`src/rtl/simd_upstream_xfer_cntl_pkg.sv`:
```
// simd_upstream_xfer_cntl_pkg: word position codes, header layout and FSM encoding for the upstream transfer.
package simd_upstream_xfer_cntl_pkg;
  localparam logic [1:0] CNTL_SOM = 2'b01;
  localparam logic [1:0] CNTL_MOM = 2'b00;
  localparam logic [1:0] CNTL_EOM = 2'b10;
  // Offsets are within the top 32 bits of the header word.
  localparam int HDR_ID_OFS  = 24;
  localparam int HDR_CNT_OFS = 16;
  localparam int HDR_FLD_W   = 8;
  typedef enum logic [2:0] {
    S_IDLE, S_HDR, S_MASK, S_DATA, S_DONE, S_DRAIN
  } xfer_state_e;
endpackage

```
`src/rtl/simd_upstream_xfer_cntl_pri_enc.sv`:
```
// simd_lane_pri_enc: isolates the lowest set request bit and returns its index.
module simd_lane_pri_enc #(
  parameter int N = 32,
  localparam int IW = (N > 1) ? $clog2(N) : 1
) (
  input  logic [N-1:0]  req_i,
  output logic [N-1:0]  onehot_o,
  output logic [IW-1:0] idx_o,
  output logic          any_o
);
  assign onehot_o = req_i & (~req_i + N'(1));
  assign any_o    = |req_i;
  always_comb begin
    idx_o = '0;
    for (int i = N - 1; i >= 0; i--) if (req_i[i]) idx_o = IW'(i);
  end
endmodule

```
`src/rtl/simd_upstream_xfer_cntl.sv`:
```
// simd_upstream_xfer_cntl: serialises valid SIMD lane results into one header/mask/data packet upstream.
module simd_upstream_xfer_cntl
  import simd_upstream_xfer_cntl_pkg::*;
#(
  parameter int NUM_LANES   = 32,
  parameter int LANE_WIDTH  = 32,
  parameter int PE_ID_WIDTH = 8
) (
  input  logic                            clk,
  input  logic                            reset_poweron,
  input  logic [PE_ID_WIDTH-1:0]          peId,
  input  logic [NUM_LANES*LANE_WIDTH-1:0] simd__xfer__regs,
  input  logic [NUM_LANES-1:0]            simd__xfer__regs_valid,
  output logic                            xfer__simd__regs_complete,
  input  logic                            cntl__xfer__flush,
  output logic                            xfer__sui__valid,
  output logic [1:0]                      xfer__sui__cntl,
  output logic [LANE_WIDTH-1:0]           xfer__sui__data,
  input  logic                            sui__xfer__ready,
  output logic                            xfer__cntl__busy,
  output logic                            xfer__cntl__overrun
);
  localparam int IW = (NUM_LANES > 1) ? $clog2(NUM_LANES) : 1;
  xfer_state_e          state_q;
  logic [NUM_LANES-1:0] mask_q, work_q, prev_q, lo_oh, rest;
  logic [IW-1:0]        lo_idx;
  logic                 lo_any, flush_q, acc, trig, eom;
  logic [7:0]           count_q, pop;
  logic [LANE_WIDTH-1:0] hdr, lane;
  simd_lane_pri_enc #(.N(NUM_LANES)) u_enc (
    .req_i(work_q), .onehot_o(lo_oh), .idx_o(lo_idx), .any_o(lo_any)
  );
  always_comb begin
    pop = '0;
    for (int i = 0; i < NUM_LANES; i++) pop = pop + 8'(simd__xfer__regs_valid[i]);
    hdr = '0;
    hdr[LANE_WIDTH-32+HDR_ID_OFS +: HDR_FLD_W]  = 8'(peId);
    hdr[LANE_WIDTH-32+HDR_CNT_OFS +: HDR_FLD_W] = pop;
    lane = simd__xfer__regs[lo_idx*LANE_WIDTH +: LANE_WIDTH];
    rest = work_q & ~lo_oh;
    eom  = ~|rest;
    acc  = xfer__sui__valid && sui__xfer__ready;
    trig = &simd__xfer__regs_valid || ((flush_q || cntl__xfer__flush) && |simd__xfer__regs_valid);
  end
  assign xfer__cntl__busy = state_q != S_IDLE;
  always_ff @(posedge clk) begin
    if (reset_poweron) begin
      state_q                   <= S_IDLE;
      mask_q                    <= '0;
      work_q                    <= '0;
      prev_q                    <= '0;
      count_q                   <= '0;
      flush_q                   <= 1'b0;
      xfer__sui__valid          <= 1'b0;
      xfer__sui__cntl           <= CNTL_MOM;
      xfer__sui__data           <= '0;
      xfer__simd__regs_complete <= 1'b0;
      xfer__cntl__overrun       <= 1'b0;
    end else begin
      prev_q                    <= simd__xfer__regs_valid;
      flush_q                   <= flush_q || cntl__xfer__flush;
      xfer__simd__regs_complete <= 1'b0;
      xfer__cntl__overrun       <= state_q != S_IDLE && |(simd__xfer__regs_valid & ~mask_q & ~prev_q);
      case (state_q)
        S_IDLE: begin
          // Any flush seen here is either consumed by this trigger or dropped for lack of lanes.
          flush_q <= 1'b0;
          if (trig) begin
            state_q          <= S_HDR;
            mask_q           <= simd__xfer__regs_valid;
            work_q           <= simd__xfer__regs_valid;
            count_q          <= pop;
            xfer__sui__valid <= 1'b1;
            xfer__sui__cntl  <= CNTL_SOM;
            xfer__sui__data  <= hdr;
          end
        end
        S_HDR: if (acc) begin
          state_q         <= S_MASK;
          xfer__sui__cntl <= CNTL_MOM;
          xfer__sui__data <= LANE_WIDTH'(mask_q);
        end
        S_MASK, S_DATA: if (acc) begin
          if (xfer__sui__cntl == CNTL_EOM) begin
            state_q                   <= S_DONE;
            xfer__sui__valid          <= 1'b0;
            xfer__sui__cntl           <= CNTL_MOM;
            xfer__sui__data           <= '0;
            xfer__simd__regs_complete <= 1'b1;
          end else begin
            state_q          <= S_DATA;
            work_q           <= rest;
            xfer__sui__valid <= lo_any;
            xfer__sui__cntl  <= eom ? CNTL_EOM : CNTL_MOM;
            xfer__sui__data  <= lane;
          end
        end
        S_DONE: state_q <= S_DRAIN;
        S_DRAIN: if (~|(simd__xfer__regs_valid & mask_q)) state_q <= S_IDLE;
        default: state_q <= S_IDLE;
      endcase
    end
  end
endmodule

```
`config.mk`:
```
export PLATFORM = sky130hd
export DESIGN_NAME = simd_upstream_xfer_cntl
export DESIGN_NICKNAME = d
export VERILOG_FILES = /design/src/rtl/simd_upstream_xfer_cntl_pkg.sv /design/src/rtl/simd_upstream_xfer_cntl_pri_enc.sv /design/src/rtl/simd_upstream_xfer_cntl.sv
export SDC_FILE = /design/constraint.sdc
export NUM_CORES = 1
export LEC_CHECK = 0
export CORE_AREA = 8 8 425 427
export CTS_CLUSTER_DIAMETER = 60
export DETAILED_ROUTE_END_ITERATION = 7
export DIE_AREA = 0 0 433 435
export GPL_TIMING_DRIVEN = 0
export HOLD_SLACK_MARGIN = 0.02
export PLACE_DENSITY_LB_ADDON = 0.1
export SLEW_MARGIN = 25
export SYNTH_ARGS = -nofsm -noshare
export SYNTH_HDL_FRONTEND = slang
export SYNTH_SLANG_ARGS = --single-unit
```
`constraint.sdc`:
```
create_clock -name clk -period 6.4 [get_ports clk]
set_input_delay 0.64 -clock clk [delete_from_list [all_inputs] [get_ports clk]]
set_output_delay 0.64 -clock clk [all_outputs]
set_load 0.1 [all_outputs]
```
Yosys cells after proc, flatten, opt, wreduce, memory -nomap -nowiden
Index checks and enable logic that the tools add are counted.
{"block": "totals", "inputBits": 1068, "romBits": 0, "ramBits": 0, "out_inout_bits": 38, "elab_cells": 146, "mem_count": 0, "latch_bits": 0, "ff_bits": 137}
{"block": "op_classes", "n_eq_ne": 11, "shifts": 1, "bitwise": 11, "n_lt_le_gt_ge": 0, "n_mux": 58, "div": 0, "multipliers": 0, "reduce_logical": 23, "n_addsub": 32}
{"op": "variable part select 1024 x 11 -> 32 bit", "count": 1}
{"op": "two-way mux 32 bit", "count": 7}
{"op": "adder 8 x 1 -> 8 bit", "count": 24}
{"op": "AND 32 bit", "count": 5}
{"op": "two-way mux 5 bit", "count": 32}
{"op": "OR reduction 32 bit", "count": 5}
{"op": "inverter 32 bit", "count": 4}
{"op": "case mux 32 bit (3 select lines)", "count": 1}
{"op": "case mux 32 bit (2 select lines)", "count": 1}
{"op": "adder 32 x 1 -> 32 bit (second input constant)", "count": 1}
{"op": "AND reduction 32 bit", "count": 1}
{"op": "two-way mux 3 bit", "count": 5}
{"op": "case mux 3 bit (5 select lines)", "count": 1}
{"op": "AND reduction 4 bit", "count": 3}
{"op": "two-way mux 2 bit", "count": 5}
{"op": "!= test 2 bit (second input constant)", "count": 5}
{"op": "adder 7 x 1 -> 8 bit", "count": 1}
{"op": "adder 6 x 1 -> 7 bit", "count": 1}
{"op": "adder 5 x 1 -> 6 bit", "count": 1}
{"op": "== test 3 x 2 -> 1 bit (second input constant)", "count": 2}
{"op": "== test 3 bit (second input constant)", "count": 2}
{"op": "case mux 2 bit (3 select lines)", "count": 1}
{"op": "nonzero test 3 bit", "count": 2}
{"op": "adder 4 x 1 -> 5 bit", "count": 1}
{"op": "other kinds (16)", "count": 24}

Depth between registers and ports, before layout
Gate-level depths: netlist of the first run.
{"block": "depth", "ltp_word": 36, "ltp_mapped": 22, "mapped_depth_nobuf": 22}

Hierarchy
From an unflattened synthesis of the first run, not the netlist that was laid out.
{"block": "hier_totals", "hier_cells": 1339, "area_unflattened_um2": 15277.2}
{"mod": "simd_upstream_xfer_cntl", "cells_per_inst": 1225, "instances": 1, "area_per_inst_um2": 14540.2, "seq_area_each_um2": 2742.6}
{"mod": "simd_lane_pri_enc", "cells_per_inst": 114, "instances": 1, "area_per_inst_um2": 737.0, "seq_area_each_um2": 0.0}

Least setup slack after synthesis of the first run
OpenSTA, ideal clock, no wires.
{"block": "synth_path", "path_kind": "in2reg", "startpoint": "input port simd__xfer__regs_valid[23]", "endpoint": "register xfer__sui__data[20]", "setup_slack_ns": 0.949, "path_stages": 22, "t_arrival_ns": 5.317, "setup_ns": 0.134, "n_path_buf": 0, "required_ns": 6.266, "path_cell_list": "inv_1 -> fa_1 -> fa_1 -> inv_1 -> fa_1 -> inv_1 -> fa_1 -> fa_1 -> fa_1 -> inv_1 -> ha_1 -> inv_1 -> fa_1 -> inv_1 -> a21o_1 -> a21oi_1 -> xor2_1 -> nor2_1 -> a211oi_1 -> nand3_1 -> nor4_1 -> a211oi_1"}
{"block": "synth_between", "elab_chain_cells": 11, "word_cells_on_any_way": 17, "classes_between": "9 x add/sub; 1 x eq/ne; 2 x mux; 5 x reduce/logical"}
{"item": "from (decl)", "line": "simd_upstream_xfer_cntl.sv:13", "text": "input logic [NUM_LANES-1:0] simd__xfer__regs_valid,"}
{"item": "adder 8 x 1 -> 8 bit (9 in a row)", "line": "simd_upstream_xfer_cntl.sv:35", "text": "for (int i = 0; i < NUM_LANES; i++) pop = pop + 8'(simd__xfer__regs_valid[i]);"}
{"item": "two-way mux 32 bit", "line": "simd_upstream_xfer_cntl.sv:68", "text": "if (trig) begin"}
{"item": "case mux 32 bit (3 select lines)", "line": "simd_upstream_xfer_cntl.sv:64", "text": "case (state_q)"}
{"item": "to (signal assigned)", "line": "simd_upstream_xfer_cntl.sv:75", "text": "xfer__sui__data <= hdr;"}
{"item": "to (signal assigned)", "line": "simd_upstream_xfer_cntl.sv:81", "text": "xfer__sui__data <= LANE_WIDTH'(mask_q);"}
{"item": "to (signal assigned)", "line": "simd_upstream_xfer_cntl.sv:95", "text": "xfer__sui__data <= lane;"}
{"item": "to (decl)", "line": "simd_upstream_xfer_cntl.sv:18", "text": "output logic [LANE_WIDTH-1:0] xfer__sui__data,"}
Parallel ways exist; a longest one is shown, timed or not. The select of a mux whose other input is x is not followed.
A chain may end at the register's enable or synchronous reset.

Worst setup path after layout of the first run
{"block": "layout_path", "startpoint": "input port simd__xfer__regs_valid[17]", "endpoint": "register xfer__sui__data[20]"}
{"block": "layout_between", "elab_chain_cells": 17, "word_cells_on_any_way": 23, "classes_between": "15 x add/sub; 1 x eq/ne; 2 x mux; 5 x reduce/logical"}
{"item": "adder 8 x 1 -> 8 bit (15 in a row)", "line": "simd_upstream_xfer_cntl.sv:35"}
{"item": "two-way mux 32 bit", "line": "simd_upstream_xfer_cntl.sv:68"}
{"item": "case mux 32 bit (3 select lines)", "line": "simd_upstream_xfer_cntl.sv:64"}
Parallel ways exist; a longest one is shown, timed or not. The select of a mux whose other input is x is not followed.

==> impl_metrics.py, run 1 <==
metrics = {
    "logic_synthesis": {
        "netlist.top_cell.by_area": "dfxtp_1",
        "syn-num-nets": 3821,
        "synth_area_um2": 16800,
        "synthTopCellsByArea": "dfxtp_1 (16%), nand2_1 (16%), mux2i_1 (9.2%)",
        "yosys.area.top_type_share_pct": 16.4,
        "yosys_warnings": 0,
        "ys_ff_latch": 137,
        "avgSynthCellArea_um2": 6.16,
        "seq_area_frac_synth_pct": 16.4,
        "synthCells": 2720,
        "synthFlopType": "dfxtp_1",
        "synth-edff-count": 0,
        "yosysUniqueCellTypes": 70,
        "async_flop_share_pct": 0,
    },
    "flow_run": {
        "cap_viol_max_count": 0,
    },
    "setup_path": {
        "r2r_setup_slack_ps": 510,
        "crit_required_ps": 6780,
        "r2r-start": "work_q[4]",
        "slowest_stage": "fa_1",
        "critPathTopFamily": "adder cells",
        "cp.arrival_ps": 6560,
        "crit_buf_inv": 7,
        "worstSetupPathType": "in -> reg",
        "critPathLaunchType": "input port",
        "critPathMaxFanout": 7,
        "crit_top_cell": "fa_1",
        "r2r-end": "xfer__sui__data[12]",
        "slowest_delay_ps": 580,
        "cp-end-kind": "flop",
        "worstRegToRegCells": 13,
        "crit_chain": "dlygate4sd2_1, fa_1, inv_1, fa_1, inv_1, fa_1, inv_1, fa_1, fa_1, fa_1, inv_1, ha_1, inv_1, fa_1, inv_1, a21o_1, a21oi_1, xor2_1, nor2_1, a211oi_2, nand3_2, nor4_1, a211oi_1",
    },
    "grt": {
        "grt-busiest-layer": "met2",
        "grt_max_degree": 17,
        "grt_pass1_vias": 27100,
        "grtUsageTotal_pct": 24.4,
        "grt_pass1_wl_mm": 303,
        "grt_use_met1_pct": 29.2,
        "met3_usage_pct": 3.94,
        "overflow": 0,
        "use_met2_pct": 45.0,
        "grt_antenna_before_repair": 81,
    },
    "sta": {
        "fin_ws_ps": 217,
        "min_period_over_period_pct": 96.6,
        "worstMarginPinSlew_ps": 1280,
        "hold_violations": 0,
        "setup_viol": 0,
        "slew_headroom_pct": 13.4,
        "fmax_mhz": 162,
        "period_minus_slack_ps": 6180,
        "finClkSkew_ps": 36.5,
        "holdWs_ps": 477,
        "drv_slew": 0,
        "setup_tns_ps": 0,
        "grt_setup_unrepaired": "no",
    },
    "placement": {
        "port_buffers": 1105,
        "gp_congestion": 0.907,
        "dpl_worst_slack_ps": -1020,
        "dp_hpwl_mm": 212,
        "placed_cells": 6168,
    },
    "finish": {
        "seq_area_um2": 2740,
        "final_cell_mix": "clkdlybuf4s50_1 (1,080), nand2_1 (714), a21oi_1 (237)",
        "drive_gt1_share_pct": 5.14,
        "multiInputGateArea_um2": 13000,
        "layout_commonest_cell": "clkdlybuf4s50_1",
        "nets": 4963,
        "nFillCells": 19900,
        "syn_to_final_growth_pct": 89.7,
        "finalNonFillerCells": 6234,
    },
    "worst_hold_path": {
        "whs_endpoint": "xfer__sui__data[24]",
        "hp-class": "reg -> reg",
        "hold_start": "xfer__sui__data[24]",
        "worstHoldPathCells": 2,
    },
    "drt": {
        "drc_errors": 0,
        "vias": 26900,
        "wl_mm": 241,
        "via_per_inst": 4.31,
        "wl_per_cell_um": 38.7,
        "ant_nets": 0,
        "drtPass1Iterations": 5,
        "first_iter_violations": 2196,
    },
    "clock_network": {
        "clockBufferDepth": 2,
        "post_cts_buffers": 0,
        "root_buffer": "clkbuf_16",
        "cts_tree": "done",
        "cts_buffers": 17,
        "ctsHtreeMaxLevel": 4,
        "ctsHoldBuffers": 0,
        "cts_sinks": 137,
        "path_clk_slew_ps": 110,
        "clock_latency_ps": 530,
    },
    "pwr": {
        "ir_drop_mv": 0.220,
        "power.total_mw": 15.7,
        "p_leak_nw": 11.7,
        "p_per_area_nw_per_um2": 495,
    },
    "floorplanning": {
        "die_area_um2": 188000,
        "initial_core_util_pct": 9.67,
        "die_w_um": 433,
        "fp.dieH_um": 435,
        "core_area_um2": 173000,
        "row_count": 153,
        "ios": 1106,
    },
    "status": {
        "outcome": "finished, final reports clean",
    },
}
## per-stage QoR
stage               area [µm²]  utilization (%)
CTS                      31700             18.3
finish                   31800             18.3
detailed placement       31100             18.0
floorplan                16800                -
global placement         30700             17.7
global route             31700             18.3
## sequential cells by signal (all words and copies together) (netlist names)
name,cells
state_q,3
xfer__cntl__overrun,1
xfer__simd__regs_complete,1
work_q,32
prev_q,32
mask_q,32
xfer__sui__valid,1
xfer__sui__data,32
xfer__sui__cntl,2
flush_q,1
## cell families (layout without fill, tap and decap cells)
kind of cell / count (synthesis) / in the layout / share of synthesized area (%)
buffers and inverters: 288 / 1443 / 6.82
adders and majority gates: 37 / 37 / 3.78
xor gates and xnor gates: 3 / 3 / 0.157
and+or+nand+nor: 1451 / 1451 / 38.9
muxes: 164 / 164 / 9.94
AOI/OAI and AO/OA: 640 / 640 / 24.1
other: 0 / 34 / 0
DFF: 137 / 137 / 16.4
## synth_stat cells (10+ instances only)
| cell type | instances |
|---|---|
| nand2_1 | 714 |
| a21oi_1 | 239 |
| nand3_1 | 201 |
| nor2_1 | 171 |
| clkbuf_1 | 162 |
| mux2i_1 | 154 |
| o21ai_0 | 145 |
| dfxtp_1 | 137 |
| nor3_1 | 130 |
| inv_1 | 57 |
| and3_1 | 53 |
| buf_2 | 41 |
| nor4_1 | 41 |
| o221ai_1 | 35 |
| or3_1 | 34 |
| nor2b_1 | 30 |
| o211ai_1 | 28 |
| o32ai_1 | 27 |
| buf_1 | 26 |
| fa_1 | 24 |
| a31oi_1 | 21 |
| nand4_1 | 19 |
| o22ai_1 | 19 |
| a311oi_1 | 18 |
| a211oi_1 | 17 |
| a211o_1 | 15 |
| or4_1 | 15 |
| nor3b_1 | 12 |
| nand2b_1 | 11 |
| o41ai_1 | 11 |
| a32o_1 | 10 |
## how the worst max path moves through the flow
stage,from,to,depth (start not counted)
after floorplan,simd__xfer__regs_valid[23],xfer__sui__data[20],22
after global placement,simd__xfer__regs_valid[23],xfer__sui__data[17],18
after detailed placement,simd__xfer__regs_valid[23],xfer__sui__data[20],23
after CTS,simd__xfer__regs_valid[23],xfer__sui__data[20],23
after global routing,simd__xfer__regs_valid[17],xfer__sui__data[20],23
final,simd__xfer__regs_valid[17],xfer__sui__data[20],23
## final cells by class
cell class	count	area share (%)
multi-input combinational	2295	40.8
timing repair buffer	1123	35.5
tap	2325	9.15
sequential	137	8.63
buffer	231	3.09
clock buffer	17	1.34
inverter	57	0.673
clock inverter	15	0.492
antenna	34	0.268
## layer usage
metal / vias up / wire, µm
met3: 197 / 11800
met4: 30 / 6100
met1: 13500 / 98300
met2: 1078 / 125000
met5: - / 199
li1: 12100 / -
## power breakdown
| part | internal (mW) | switching, mW | leakage, nW |
|---|---|---|---|
| combinational | 3.53 | 9.89 | 10.3 |
| sequential | 1.01 | 0.195 | 1.13 |
| clock | 0.520 | 0.597 | 0.283 |
## worst min-delay path, stage by stage, from the launching register on
cell     delay, ps
dfxtp_1        320
nand2_1         50
nand3_1         60
## repair_timing
action | CTS | global route
hold endpoints to repair | 0 | 0
gates resized for setup | 8 | 19
endpoints found under the setup margin | 2 | 1
pin swaps | 1 | 1
(Power assumes the default switching activity.)
==> run 2, diff against run 1 <==
--- a/config.mk
+++ b/config.mk
@@ -5,13 +5,13 @@
 export SDC_FILE = /design/constraint.sdc
 export NUM_CORES = 1
 export LEC_CHECK = 0
-export CORE_AREA = 8 8 425 427
+export CORE_AREA = 2 2 431 433
 export CTS_CLUSTER_DIAMETER = 60
 export DETAILED_ROUTE_END_ITERATION = 7
 export DIE_AREA = 0 0 433 435
 export GPL_TIMING_DRIVEN = 0
 export HOLD_SLACK_MARGIN = 0.02
-export PLACE_DENSITY_LB_ADDON = 0.1
+export PLACE_DENSITY = 0.3
 export SLEW_MARGIN = 25
 export SYNTH_ARGS = -nofsm -noshare
 export SYNTH_HDL_FRONTEND = slang
==> impl_metrics.py, run 2 (synthesis results as in run 1) <==
metrics = {
    "clock_network": {
        "clockBufferDepth": 2,
        "post_cts_buffers": 0,
        "ctsHoldBuffers": 0,
        "cts_buffers": 17,
        "root_buffer": "clkbuf_16",
        "cts_sinks": 137,
        "ctsHtreeMaxLevel": 4,
        "path_clk_slew_ps": 90,
        "clock_latency_ps": 530,
        "cts_tree": "done",
    },
    "pwr": {
        "p_comb_share_pct": 85.7,
        "power.total_mw": 16.0,
        "clockPowerShare_pct": 6.9,
        "seq_power_share_pct": 7.4,
        "ir_drop_mv": 0.334,
        "p_sw_mw": 10.9,
        "p_leak_nw": 11.7,
        "p_int_mw": 5.04,
        "p_per_area_nw_per_um2": 499,
        "swShare_pct": 68.4,
    },
    "setup_path": {
        "cp-end-kind": "flop",
        "r2r-end": "xfer__sui__data[18]",
        "worstRegToRegCells": 13,
        "worstSetupPathType": "in -> reg",
        "critPathLaunchType": "input port",
        "r2r_setup_slack_ps": 520,
        "critPathMaxFanout": 8,
        "cp.arrival_ps": 6620,
        "r2r-start": "work_q[0]",
        "crit_required_ps": 6770,
    },
    "finish": {
        "layout_commonest_cell": "clkdlybuf4s50_1",
        "syn_to_final_growth_pct": 90.8,
        "final_cell_mix": "clkdlybuf4s50_1 (1,078), nand2_1 (714), a21oi_1 (238)",
        "drive_gt1_share_pct": 5.47,
        "nets": 4962,
        "design_area_um2": 32000,
    },
    "worst_hold_path": {
        "whs_endpoint": "xfer__sui__data[24]",
        "hold_start": "xfer__sui__data[24]",
        "hp-class": "reg -> reg",
        "worstHoldPathCells": 2,
    },
    "drt": {
        "drc_errors": 0,
        "drtPass1Iterations": 5,
        "first_iter_violations": 2247,
        "wl_per_cell_um": 37.4,
        "via_per_inst": 4.22,
        "vias": 27000,
        "ant_nets": 0,
        "wl_mm": 239,
    },
    "grt": {
        "grt_max_degree": 18,
        "grt_pass1_wl_mm": 297,
        "grt-busiest-layer": "met2",
        "grtUsageTotal_pct": 24.4,
        "overflow": 0,
        "use_met2_pct": 43.8,
        "grt_pass1_vias": 26800,
        "met3_usage_pct": 3.72,
        "grt_use_met1_pct": 30.0,
        "grt_antenna_before_repair": 69,
    },
    "sta": {
        "grt_setup_unrepaired": "no",
        "period_minus_slack_ps": 6250,
        "setup_viol": 0,
        "setup_tns_ps": 0,
        "worstMarginPinSlew_ps": 1320,
        "holdWs_ps": 489,
        "drv_slew": 0,
        "fmax_mhz": 160,
        "fin_ws_ps": 148,
        "slew_headroom_pct": 11.1,
        "hold_violations": 0,
        "finClkSkew_ps": 18.3,
        "min_period_over_period_pct": 97.7,
    },
    "floorplanning": {
        "die_w_um": 433,
        "core_area_um2": 184000,
        "initial_core_util_pct": 9.11,
        "ios": 1106,
        "row_count": 158,
        "die_area_um2": 188000,
        "fp.dieH_um": 435,
    },
    "placement": {
        "gp_congestion": 0.950,
        "dpl_worst_slack_ps": -1410,
        "dp_hpwl_mm": 211,
        "port_buffers": 1105,
        "placed_area_um2": 31300,
    },
    "status": {
        "outcome": "finished, final reports clean",
    },
    "flow_run": {
        "cap_viol_max_count": 0,
    },
}
-- run 2: cell count changes in the layout (fill, tap and decap cells not counted), sizes merged --
cell | previous run | this run
clkdlybuf4s50 | 1080 | 1078
diode | 34 | 29
clkinv | 6 | 8
dlygate4sd2 | 1 | 9
dlymetal6s2s | 9 | 2
clkinvlp | 1 | 2
inv | 65 | 62
clkbuf | 184 | 182
clkdlybuf4s15 | 0 | 1
buf | 97 | 98
-- run 2: critical path, stage by stage --
cell	delay [ps]
clkdlybuf4s15_1	560
fa_1	540
fa_1	490
inv_1	60
fa_1	520
fa_1	430
fa_1	460
fa_1	530
inv_1	50
ha_1	190
inv_1	80
fa_1	210
inv_1	50
a21o_1	170
a21oi_1	220
xor2_2	260
nor2_1	150
a211oi_2	350
nand3_1	240
nor4_4	290
a211oi_1	120
-- run 2: metrics by stage --
| stage | util (%) | std cells |
|---|---|---|
| 2_1_floorplan | - | 2720 |
| 3_3_place_gp | 16.8 | 6305 |
| 3_5_place_dp | 17.0 | 6322 |
| 4_1_cts | 17.3 | 6354 |
| 5_1_grt | 17.4 | 6372 |
| 6_report | 17.4 | 6383 |
-- run 2: final cells by class --
type / instances / area (µm²)
antenna: 29 / 72.6
clock buffer: 17 / 425
timing repair buffer: 1122 / 11300
inverter: 57 / 214
clock inverter: 15 / 184
buffer: 231 / 997
multi-input combinational: 2295 / 13000
tap: 2480 / 3100
sequential: 137 / 2740
fill: 21300 / 152000
-- run 2: timing repair --
item	in CTS	in global routing
pin swaps	2	1
setup endpoints to repair	2	1
resized for setup	17	9
-- run 2: worst max path at each step --
stage                                    start                   to  slack [ps]  depth (start not counted)
finish              simd__xfer__regs_valid[15]  xfer__sui__data[20]         150                         21
detailed placement  simd__xfer__regs_valid[23]  xfer__sui__data[20]       -1410                         23
floorplan           simd__xfer__regs_valid[23]  xfer__sui__data[20]         950                         22
global route        simd__xfer__regs_valid[15]  xfer__sui__data[20]           3                         21
global placement    simd__xfer__regs_valid[23]  xfer__sui__data[20]       -1440                         23
CTS                  simd__xfer__regs_valid[1]  xfer__sui__data[20]           4                         21
-- run 2: power groups by stage --
stage               registers, mW  logic [mW]  clock network (mW)
floorplan                    1.61        5.61                   0
global placement             1.20        13.6                   0
detailed placement           1.20        13.8                   0
CTS                          1.18        13.9                1.14
global route                 1.20        14.3                1.17
finish                       1.18        13.7                1.10
-- run 2: layer usage --
| metal | wire length, µm | up-vias |
|---|---|---|
| li1 | - | 12100 |
| met1 | 98500 | 13500 |
| met2 | 121000 | 1175 |
| met3 | 12800 | 205 |
| met4 | 6060 | 14 |
| met5 | 103 | - |
==> run 3, diff against run 2 <==
--- a/config.mk
+++ b/config.mk
@@ -12,7 +12,6 @@
 export GPL_TIMING_DRIVEN = 0
 export HOLD_SLACK_MARGIN = 0.02
 export PLACE_DENSITY = 0.3
-export SLEW_MARGIN = 25
 export SYNTH_ARGS = -nofsm -noshare
 export SYNTH_HDL_FRONTEND = slang
 export SYNTH_SLANG_ARGS = --single-unit
==> impl_metrics.py, run 3 (synthesis results as in run 1) <==
metrics = {
    "sta": {
        "min_period_over_period_pct": 98.6,
        "drv_slew": 21,
        "hold_violations": 0,
        "period_minus_slack_ps": 6310,
        "slew_headroom_pct": -1.45,
        "grt_setup_unrepaired": "yes",
        "fmax_mhz": 159,
        "finClkSkew_ps": 29.8,
        "setup_viol": 0,
        "worstMarginPinSlew_ps": 1520,
        "holdWs_ps": 476,
    },
    "clock_network": {
        "post_cts_buffers": 0,
        "cts_sinks": 137,
        "ctsHoldBuffers": 0,
        "root_buffer": "clkbuf_16",
        "path_clk_slew_ps": 90,
        "ctsHtreeMaxLevel": 4,
        "cts_buffers": 17,
        "clock_latency_ps": 540,
        "clockBufferDepth": 2,
        "cts_tree": "done",
    },
    "drt": {
        "wl_mm": 239,
        "ant_nets": 0,
        "first_iter_violations": 2160,
        "drtPass1Iterations": 5,
        "wl_per_cell_um": 37.5,
        "vias": 27100,
        "via_per_inst": 4.25,
        "drc_errors": 0,
    },
    "flow_run": {
        "cap_viol_max_count": 2,
    },
    "floorplanning": {
        "die_area_um2": 188000,
        "row_count": 158,
        "die_w_um": 433,
        "ios": 1106,
        "initial_core_util_pct": 9.11,
        "fp.dieH_um": 435,
        "core_area_um2": 184000,
    },
    "grt": {
        "grt_max_degree": 18,
        "grt_antenna_before_repair": 78,
        "grtUsageTotal_pct": 24.4,
        "overflow": 0,
        "grt_pass1_vias": 26800,
        "grt_pass1_wl_mm": 297,
    },
    "status": {
        "violations": "capacitance limit, slew limit",
        "outcome": "finished with violations",
    },
    "placement": {
        "port_buffers": 1105,
        "dp_hpwl_mm": 210,
        "placed_area_um2": 31100,
        "gp_congestion": 0.950,
    },
    "setup_path": {
        "cp-end-kind": "flop",
        "critPathTopFamily": "compound AO/OA/AOI/OAI gates",
        "critPathMaxFanout": 10,
        "slowest_stage": "o41ai_1",
        "worstSetupPathType": "reg -> reg",
        "crit_buf_inv": 4,
        "crit_chain": "buf_2, nor2_1, a221oi_1, nor4_1, o211ai_1, nand2_1, clkbuf_1, clkbuf_1, clkbuf_1, nand2_1, a21oi_1, o41ai_1, nand3_1",
        "cp.arrival_ps": 6690,
        "crit_top_cell": "clkbuf_1",
        "crit_required_ps": 6780,
        "slowest_delay_ps": 1190,
        "critPathLaunchType": "flop",
    },
    "worst_hold_path": {
        "hp-class": "reg -> reg",
    },
    "pwr": {
        "ir_drop_mv": 0.360,
        "swShare_pct": 68.7,
        "p_leak_nw": 11.5,
        "p_int_mw": 4.95,
        "seq_power_share_pct": 7.5,
        "clockPowerShare_pct": 6.9,
        "p_per_area_nw_per_um2": 497,
        "p_comb_share_pct": 85.6,
        "p_sw_mw": 10.9,
    },
    "finish": {
        "layout_commonest_cell": "clkdlybuf4s50_1",
        "nFillCells": 21200,
        "final_cell_mix": "clkdlybuf4s50_1 (1,090), nand2_1 (714), a21oi_1 (239)",
        "design_area_um2": 31900,
        "syn_to_final_growth_pct": 90.0,
        "drive_gt1_share_pct": 3.62,
        "nets": 4955,
    },
}
run 3: cell count changes in the layout (fill, tap and decap cells not counted), moves of 5 or more:
cell,change
clkbuf_2,-31
dlygate4sd2_1,-5
buf_2,-25
o21ai_1,-6
buf_1,+11
o21ai_0,+6
clkbuf_1,+33
clkdlybuf4s50_1,+12
diode_2,+10
run 3: per-stage QoR:
stage	instances	power (mW)	utilization (%)	setup slack, ps	TNS, ps
after floorplan	2720	7.22	-	949	0
after global placement	6305	14.8	16.8	-1440	-4820
after global routing	6367	16.5	17.3	-54.3	-54.3
after detailed placement	6315	14.9	16.9	-1390	-2980
after CTS	6347	16.1	17.3	-39.6	-39.6
final	6386	15.8	17.3	92.8	0
run 3: final timing paths:
kind                                       endpoint           startpoint  slack [ps]  cells after the start
worst max-delay path            xfer__sui__data[25]           work_q[27]          90                     13
worst min-delay path            xfer__sui__data[28]  xfer__sui__data[28]         480                      2
worst max register to register  xfer__sui__data[25]           work_q[27]          90                     13
worst min register to register  xfer__sui__data[28]  xfer__sui__data[28]         480                      2
run 3: what timing repair did:
item / CTS / global route
cloned: 0 / 0
pin swaps: 1 / 1
hold endpoints to repair: 0 / 0
gates resized for setup: 15 / 17
setup endpoints to repair: 5 / 3
run 3: routing by layer:
| metal | up-vias | share of wire (%) | global-route usage [%] |
|---|---|---|---|
| met3 | 199 | 5.4 | 3.97 |
| met4 | 14 | 2.6 | 6.77 |
| met2 | 1238 | 51 | 43.7 |
| met5 | - | 0.044 | 0 |
| li1 | 12100 | - | - |
| met1 | 13600 | 41 | 29.8 |
run 3: power groups by stage:
stage	Combinational [mW]	Clock [mW]	Sequential (mW)
CTS	13.7	1.14	1.18
floorplan	5.61	0	1.61
global route	14.2	1.15	1.20
finish	13.6	1.09	1.18
detailed placement	13.7	0	1.20
global placement	13.6	0	1.20
run 3: layout make-up:
type / count / area, µm² / share of cell area, %
Multi-Input combinational cell: 2295 / 12900 / 40.6
Timing Repair Buffer: 1115 / 11200 / 35.2
Tap cell: 2480 / 3100 / 9.74
Sequential cell: 137 / 2740 / 8.61
Buffer: 231 / 947 / 2.97
Clock buffer: 17 / 425 / 1.34
Inverter: 57 / 214 / 0.672
Clock inverter: 15 / 179 / 0.562
Antenna cell: 39 / 97.6 / 0.306
run 3: worst reg2reg max path, cell delays in order (launching register included):
cell	delay [ps]
dfxtp_1	310
buf_2	190
nor2_1	70
a221oi_1	360
nor4_1	120
o211ai_1	740
nand2_1	830
clkbuf_1	620
clkbuf_1	550
clkbuf_1	600
nand2_1	300
a21oi_1	120
o41ai_1	1190
nand3_1	180
